[config.mk]
export PLATFORM = sky130hd
export DESIGN_NAME = temp_req_sched
export DESIGN_NICKNAME = d
export VERILOG_FILES = /design/src/rtl/temp_sched_pkg.sv /design/src/rtl/temp_req_sched_rr_pick3.sv /design/src/rtl/temp_req_sched.sv
export SDC_FILE = /design/constraint.sdc
export NUM_CORES = 1
export LEC_CHECK = 0
export ABC_AREA = 1
export BUFFER_PORTS_ARGS = -buffer_cell sky130_fd_sc_hd__buf_2
export CORE_UTILIZATION = 45
export CTS_CLUSTER_SIZE = 24
export DETAILED_ROUTE_END_ITERATION = 7
export PLACE_DENSITY = 0.7
export SYNTH_ARGS = -nofsm -noshare
export SYNTH_HDL_FRONTEND = slang
export SYNTH_SLANG_ARGS = --single-unit
[constraint.sdc]
create_clock -name sys_clk -period 2.76 [get_ports sys_clk]
set_input_delay 0.552 -clock sys_clk [delete_from_list [all_inputs] [get_ports sys_clk]]
set_output_delay 0.552 -clock sys_clk [all_outputs]
set_load 0.005 [all_outputs]
[src/rtl/temp_sched_pkg.sv]
// temp_sched_pkg
//   Shared definitions for the temperature request scheduler: scheduler
//   state encoding, requester count, default timing constants and a small
//   index-wrap helper used by the round-robin picker and the pointer update.
//   No ports (package).
package temp_sched_pkg;

  localparam int NUM_REQ         = 3;
  localparam int IDX_W           = 2;
  localparam int DATA_W          = 8;
  localparam int TIMEOUT_CYC_DEF = 100_000_000;  // 2 s at 50 MHz
  localparam int CACHE_CYC_DEF   = 25_000_000;   // 0.5 s at 50 MHz

  typedef enum logic [1:0] {
    ST_IDLE  = 2'd0,
    ST_START = 2'd1,
    ST_WAIT  = 2'd2,
    ST_RESP  = 2'd3
  } sched_state_e;

  // (base + ofs) mod NUM_REQ, for base < NUM_REQ and 0 <= ofs < NUM_REQ.
  function automatic logic [IDX_W-1:0] wrap_idx(input logic [IDX_W-1:0] base,
                                                input int               ofs);
    int s;
    s = int'(base) + ofs;
    if (s >= NUM_REQ) s = s - NUM_REQ;
    return IDX_W'(s);
  endfunction

endpackage

[src/rtl/temp_req_sched_rr_pick3.sv]
// rr_pick3
//   Combinational round-robin picker for three requesters. The winner is
//   the first asserted request at or after rr_ptr, wrapping 2 -> 0.
//   Ports:
//     req     in  [NUM_REQ-1:0]  request levels
//     rr_ptr  in  [IDX_W-1:0]    highest-priority index for this pick
//     gnt_idx out [IDX_W-1:0]    winning index (rr_ptr when nothing asserted)
//     any     out                at least one request asserted
module rr_pick3 import temp_sched_pkg::*; (
  input  logic [NUM_REQ-1:0] req,
  input  logic [IDX_W-1:0]   rr_ptr,
  output logic [IDX_W-1:0]   gnt_idx,
  output logic               any
);

  always_comb begin
    gnt_idx = rr_ptr;
    any     = |req;
    // Walk offsets from farthest to nearest so the nearest asserted
    // requester, counting from rr_ptr, is the assignment left standing.
    for (int k = NUM_REQ - 1; k >= 0; k--) begin
      if (req[wrap_idx(rr_ptr, k)]) gnt_idx = wrap_idx(rr_ptr, k);
    end
  end

endmodule

[src/rtl/temp_req_sched.sv]
// temp_req_sched
//   Arbitrates three requesters for one shared 1-Wire temperature engine.
//   A granted request either starts an engine convert+read and waits for
//   the result (bounded by TIMEOUT_CYC), or, when the optional reading
//   cache is built in and fresh, is answered directly from the cache.
//   Every answer is a one-cycle one-hot ack with rsp_* valid alongside.
//
//   Build option: define TEMP_SCHED_CACHE_EN to include the reading cache
//   (last good reading plus saturating age counter, hit while the age is
//   below CACHE_CYC). Without it every grant goes to the engine.
//
//   Ports:
//     sys_clk    in         system clock (50 MHz)
//     sys_rst    in         synchronous active-high reset
//     req        in  [2:0]  level requests, held until acked
//     ack        out [2:0]  one-hot one-cycle answer pulse
//     rsp_int    out [7:0]  temperature integer part
//     rsp_deci   out [7:0]  temperature tenths
//     rsp_err    out        sensor timeout (data forced to 0)
//     eng_start  out        one-cycle engine start pulse
//     eng_done   in         one-cycle engine completion pulse
//     eng_int    in  [7:0]  engine result integer part
//     eng_deci   in  [7:0]  engine result tenths
//     busy       out        scheduler not idle
module temp_req_sched #(
  parameter int NUM_REQ     = temp_sched_pkg::NUM_REQ,
  parameter int TIMEOUT_CYC = temp_sched_pkg::TIMEOUT_CYC_DEF,
  parameter int CACHE_CYC   = temp_sched_pkg::CACHE_CYC_DEF
) (
  input  logic                              sys_clk,
  input  logic                              sys_rst,
  input  logic [NUM_REQ-1:0]                req,
  output logic [NUM_REQ-1:0]                ack,
  output logic [temp_sched_pkg::DATA_W-1:0] rsp_int,
  output logic [temp_sched_pkg::DATA_W-1:0] rsp_deci,
  output logic                              rsp_err,
  output logic                              eng_start,
  input  logic                              eng_done,
  input  logic [temp_sched_pkg::DATA_W-1:0] eng_int,
  input  logic [temp_sched_pkg::DATA_W-1:0] eng_deci,
  output logic                              busy
);

  import temp_sched_pkg::*;

  localparam int CNT_W = (TIMEOUT_CYC > 1) ? $clog2(TIMEOUT_CYC) : 1;

  sched_state_e     state, state_nxt;
  logic [IDX_W-1:0] rr_ptr;
  logic [IDX_W-1:0] gnt_idx;
  logic [IDX_W-1:0] pick_idx;
  logic             pick_any;
  logic [CNT_W-1:0] wait_cnt;
  logic             timeout_hit;
  logic             cache_hit;

  rr_pick3 u_pick (
    .req     (req),
    .rr_ptr  (rr_ptr),
    .gnt_idx (pick_idx),
    .any     (pick_any)
  );

  assign timeout_hit = (wait_cnt == CNT_W'(TIMEOUT_CYC - 1));

`ifdef TEMP_SCHED_CACHE_EN
  localparam int AGE_W = $clog2(CACHE_CYC + 1);

  logic              cache_vld;
  logic [AGE_W-1:0]  cache_age;
  logic [DATA_W-1:0] cache_int;
  logic [DATA_W-1:0] cache_deci;

  // Age stops at CACHE_CYC; anything at or beyond the window is equally stale.
  function automatic logic [AGE_W-1:0] age_sat_inc(input logic [AGE_W-1:0] a);
    return (a == AGE_W'(CACHE_CYC)) ? a : a + 1'b1;
  endfunction

  assign cache_hit = cache_vld && (cache_age < AGE_W'(CACHE_CYC));

  always_ff @(posedge sys_clk) begin
    if (sys_rst) begin
      cache_vld <= 1'b0;
      cache_age <= '0;
    end else if (state == ST_WAIT && eng_done) begin
      cache_vld <= 1'b1;
      cache_age <= '0;
    end else begin
      if (state == ST_WAIT && timeout_hit) cache_vld <= 1'b0;
      cache_age <= age_sat_inc(cache_age);
    end
  end

  // Cached reading itself is qualified by cache_vld and needs no reset.
  always_ff @(posedge sys_clk) begin
    if (state == ST_WAIT && eng_done) begin
      cache_int  <= eng_int;
      cache_deci <= eng_deci;
    end
  end
`else
  // No cache: never a hit (the comparison is constant 0 for any legal window).
  assign cache_hit = (CACHE_CYC < 0);
`endif

  always_comb begin
    state_nxt = state;
    case (state)
      ST_IDLE:  if (pick_any) state_nxt = cache_hit ? ST_RESP : ST_START;
      ST_START: state_nxt = ST_WAIT;
      // eng_done and timeout land on the same transition; data selection
      // below gives eng_done priority.
      ST_WAIT:  if (eng_done || timeout_hit) state_nxt = ST_RESP;
      ST_RESP:  state_nxt = ST_IDLE;
      default:  state_nxt = ST_IDLE;
    endcase
  end

  always_comb begin
    ack          = '0;
    eng_start    = (state == ST_START);
    busy         = (state != ST_IDLE);
    if (state == ST_RESP) ack[gnt_idx] = 1'b1;
  end

  always_ff @(posedge sys_clk) begin
    if (sys_rst) begin
      state    <= ST_IDLE;
      rr_ptr   <= '0;
      gnt_idx  <= '0;
      wait_cnt <= '0;
      rsp_int  <= '0;
      rsp_deci <= '0;
      rsp_err  <= 1'b0;
    end else begin
      state <= state_nxt;
      case (state)
        ST_IDLE: begin
          if (pick_any) begin
            gnt_idx <= pick_idx;
`ifdef TEMP_SCHED_CACHE_EN
            if (cache_hit) begin
              rsp_int  <= cache_int;
              rsp_deci <= cache_deci;
              rsp_err  <= 1'b0;
            end
`endif
          end
        end
        ST_START: wait_cnt <= '0;
        ST_WAIT: begin
          if (eng_done) begin
            rsp_int  <= eng_int;
            rsp_deci <= eng_deci;
            rsp_err  <= 1'b0;
          end else if (timeout_hit) begin
            rsp_int  <= '0;
            rsp_deci <= '0;
            rsp_err  <= 1'b1;
          end else begin
            wait_cnt <= wait_cnt + 1'b1;
          end
        end
        ST_RESP: rr_ptr <= wrap_idx(gnt_idx, 1);
        default: ;
      endcase
    end
  end

endmodule

==> out/results.tsv <==
metric	value	unit
status	completed	
Max Cap Viol	0	
r2r endpoint	wait_cnt[12]	
crit-path cells	ha_1 -> inv_2 -> nor2_4 -> nand2_4 -> nor2_4 -> nand3_2 -> nand2_2 -> nor2_4 -> nand2_1 -> a21oi_1	
Final GP Congestion	0.894	
CTS tree	done	
Layout Nets	558	
# placed instances	594	
Yosys warnings	0	
combinational share of power	37.0	%
Internal	0.00121	W
routed len/inst	11.4	um
Flop pwr share	40.0	%
Hold Vio Cnt, Final	0	
DR vias/cell	4.90	
Worst Tran Pin Value	0.583	ns
largest net degree at the start of global routing	33	
Inserted Clock Buffers	5	
Final Cycle Share	70.5	%
Slew headroom	61.1	%
sequential element share of the synthesized area	33.1	%
Critical Path RT	3.00	ns
Worst-path clk slew	0.10	ns
post-layout util	52.4	%
Buf/Inv on CP	1	
Layout Cells excl Fill	602	
Port Buffers	43	
r2r setup slk	0.81	ns
synthesized cell area	3030	um^2
max incr delay on CP	0.47	ns
met2 Usage GRT	34.5	%
syn nets	519	
Synth Instances	485	
row count	29	
Routed Wire Length	6850	um
Die Ht	84.0	um
leakage power	1.28	nW
gr usage total	20.5	%
Yosys cell types	27	
die area	7060	um^2
Clk pwr share	23.0	%
Setup CP Type	reg2reg	
critical path peak fanout	25	
met1 usage in global routing	27.0	%
Mean Syn Cell Area	6.24	um^2
Clock Latency Late Sink	0.31	ns
# resized after CTS	0	
R2R depth	10	
Initial DRT Pass Iterations	4	
Storage cell area	1000	um^2
global-route wire length before repair	12000	um
final global-route overflow total	0	
via count	2952	
worst vdd ir	314	uV
Antenna Violating Nets Remaining	0	
layout cells sized above 1	12.6	%
Switch Pwr	0.000857	W
final max-slew violation count	0	
WP data arrival	2.18	ns
Critical Path Sink Type	flip-flop	
area delta synth->final	11.2	%
Worst path depth	10	
Post-CTS Hold Buffers	0	
PwrDens	615	nW/um^2
Initial Util	47.1	%
Total Neg Setup Slack	0	ns
register bit total from synthesis	50	
area of the multi-input gates	1770	um^2
maximum buffer depth of the clock tree	2	
highest-delay cell along the critical path	nor2_4	
gr busiest metal	met2	
Fmax	0.514	GHz
vias in the first global route	2780	
Sw Share	41.4	%
reg-to-reg startpoint	wait_cnt[0]	
Core Box Area	6420	um^2
CTS Root Cell	clkbuf_8	
Worst Hold Class	reg2reg	
endpoints failing setup	0	
diode count	0	
initial antenna violation count	0	
unrepaired setup endpoints after global routing	no	
post-DP HPWL	5040	um
DR DRC count	0	
Clock Sinks	50	
crit path capture	wait_cnt[12]	
fillcell total	649	
IO Pins	44	
H-tree levels	2	
post-CTS setup buffers	0	
met3 usage	3.17	%
cell mode on critical path	nor2_4	
delay-heaviest family, CP	simple AND/OR/NAND/NOR gates	
DRT iter0 DRCs	164	
Clock Skews	0.00731	ns
startpoint type of the worst setup path	flip-flop	
Die W	84.0	um
final worst path period need	1.95	ns
CP startpoint	wait_cnt[0]	
[sequential cells by signal, indices dropped and copies added, names as in the netlist]
register	count
rsp_deci	8
gnt_idx	2
rr_ptr	2
state	2
rsp_err	1
wait_cnt	27
rsp_int	8
[layout make-up]
class                   instances  share of cell area [%]
clock buffers                   6                    2.45
clock inverters                 2                   0.520
inverters                      44                    4.91
multi-input cells             378                    52.7
flip-flops and latches         50                    29.7
well taps                      77                    2.86
repair buffers                 45                    6.84
[per-layer routing]
metal	vias up	share of wire, %
met3	8	4.5
met5	-	0
met2	63	44
li1	1584	-
met1	1297	50
met4	0	1.1
[cell usage after synthesis]
| cell type | count | area share [%] |
|---|---|---|
| nand3_4 | 1 | 0.58 |
| a31oi_1 | 2 | 0.41 |
| buf_6 | 5 | 1.9 |
| nor2_4 | 3 | 1.1 |
| o21ai_0 | 10 | 1.7 |
| inv_1 | 41 | 5.1 |
| clkinv_1 | 1 | 0.12 |
| nand2_1 | 183 | 23 |
| nand2_2 | 2 | 0.41 |
| ha_1 | 12 | 5.0 |
| clkbuf_1 | 8 | 0.99 |
| nor2_2 | 1 | 0.21 |
| nand3_2 | 1 | 0.33 |
| nand2_4 | 1 | 0.37 |
| a21oi_1 | 48 | 7.9 |
| dfxtp_1 | 50 | 33 |
| inv_2 | 2 | 0.25 |
| nor3b_1 | 1 | 0.25 |
| nand3_1 | 18 | 3.0 |
| xnor2_1 | 6 | 1.7 |
| nor2_1 | 75 | 9.3 |
| nand3b_1 | 1 | 0.25 |
| a21oi_2 | 2 | 0.58 |
| o211ai_1 | 1 | 0.25 |
| nand4_1 | 1 | 0.21 |
| nor3_1 | 2 | 0.33 |
| xor2_1 | 7 | 2.0 |
[cells by family after synthesis]
family | after synthesis | synth area share [%]
AO/OA/AOI/OAI | 63 | 10.8
XOR/XNOR | 13 | 3.76
adder cells (fa/ha/maj) | 12 | 4.96
buffers and inverters | 57 | 8.31
flip-flops | 50 | 33.1
AND/OR/NAND/NOR | 290 | 39.0
[cell usage in the layout, fill, tap and decap left out, types with 7 or more instances in the layout]
master / n
a21oi_1: 48
buf_2: 43
dfxtp_1: 50
ha_1: 12
inv_1: 41
nand2_1: 183
nand3_1: 18
nor2_1: 75
o21ai_0: 10
xor2_1: 7
[worst register-to-register path: stages, from the launching register on]
cell and delay, ns:
dfxtp_1 0.37, ha_1 0.29, inv_2 0.10, nor2_4 0.06, nand2_4 0.09, nor2_4 0.05
nand3_2 0.08, nand2_2 0.10, nor2_4 0.47, nand2_1 0.11, a21oi_1 0.16
[per-stage QoR]
step | area, um^2 | power, W | worst slack (ns) | hold slack [ns]
4_1_cts | 3370 | 0.00209 | 0.804 | 0.466
2_1_floorplan | 3030 | 0.00151 | 1.05 | 0.455
6_report | 3370 | 0.00207 | 0.814 | 0.465
5_1_grt | 3370 | 0.00223 | 0.610 | 0.476
3_5_place_dp | 3270 | 0.00162 | 0.826 | 0.450
3_3_place_gp | 3270 | 0.00161 | 0.877 | 0.445
[power by group through the flow]
stage | clock network, W | registers, W | logic [W]
after floorplan | 0 | 0.000840 | 0.000670
after global placement | 0 | 0.000842 | 0.000767
after detailed placement | 0 | 0.000844 | 0.000774
after CTS | 0.000490 | 0.000828 | 0.000776
after global routing | 0.000516 | 0.000838 | 0.000874
final | 0.000476 | 0.000828 | 0.000765
[worst min path at each step]
stage | slack [ns] | end | start | cells after the start
finish | 0.46 | rsp_int[3] | rsp_int[3] | 2
floorplan | 0.46 | rsp_deci[2] | rsp_deci[2] | 2
detailed placement | 0.45 | rsp_int[2] | rsp_int[2] | 2
global placement | 0.45 | rsp_deci[0] | rsp_deci[0] | 2
global route | 0.48 | rsp_deci[2] | eng_deci[2] | 3
CTS | 0.47 | rsp_int[2] | rsp_int[2] | 2
No activity file was read; power rests on OpenSTA's default activity.
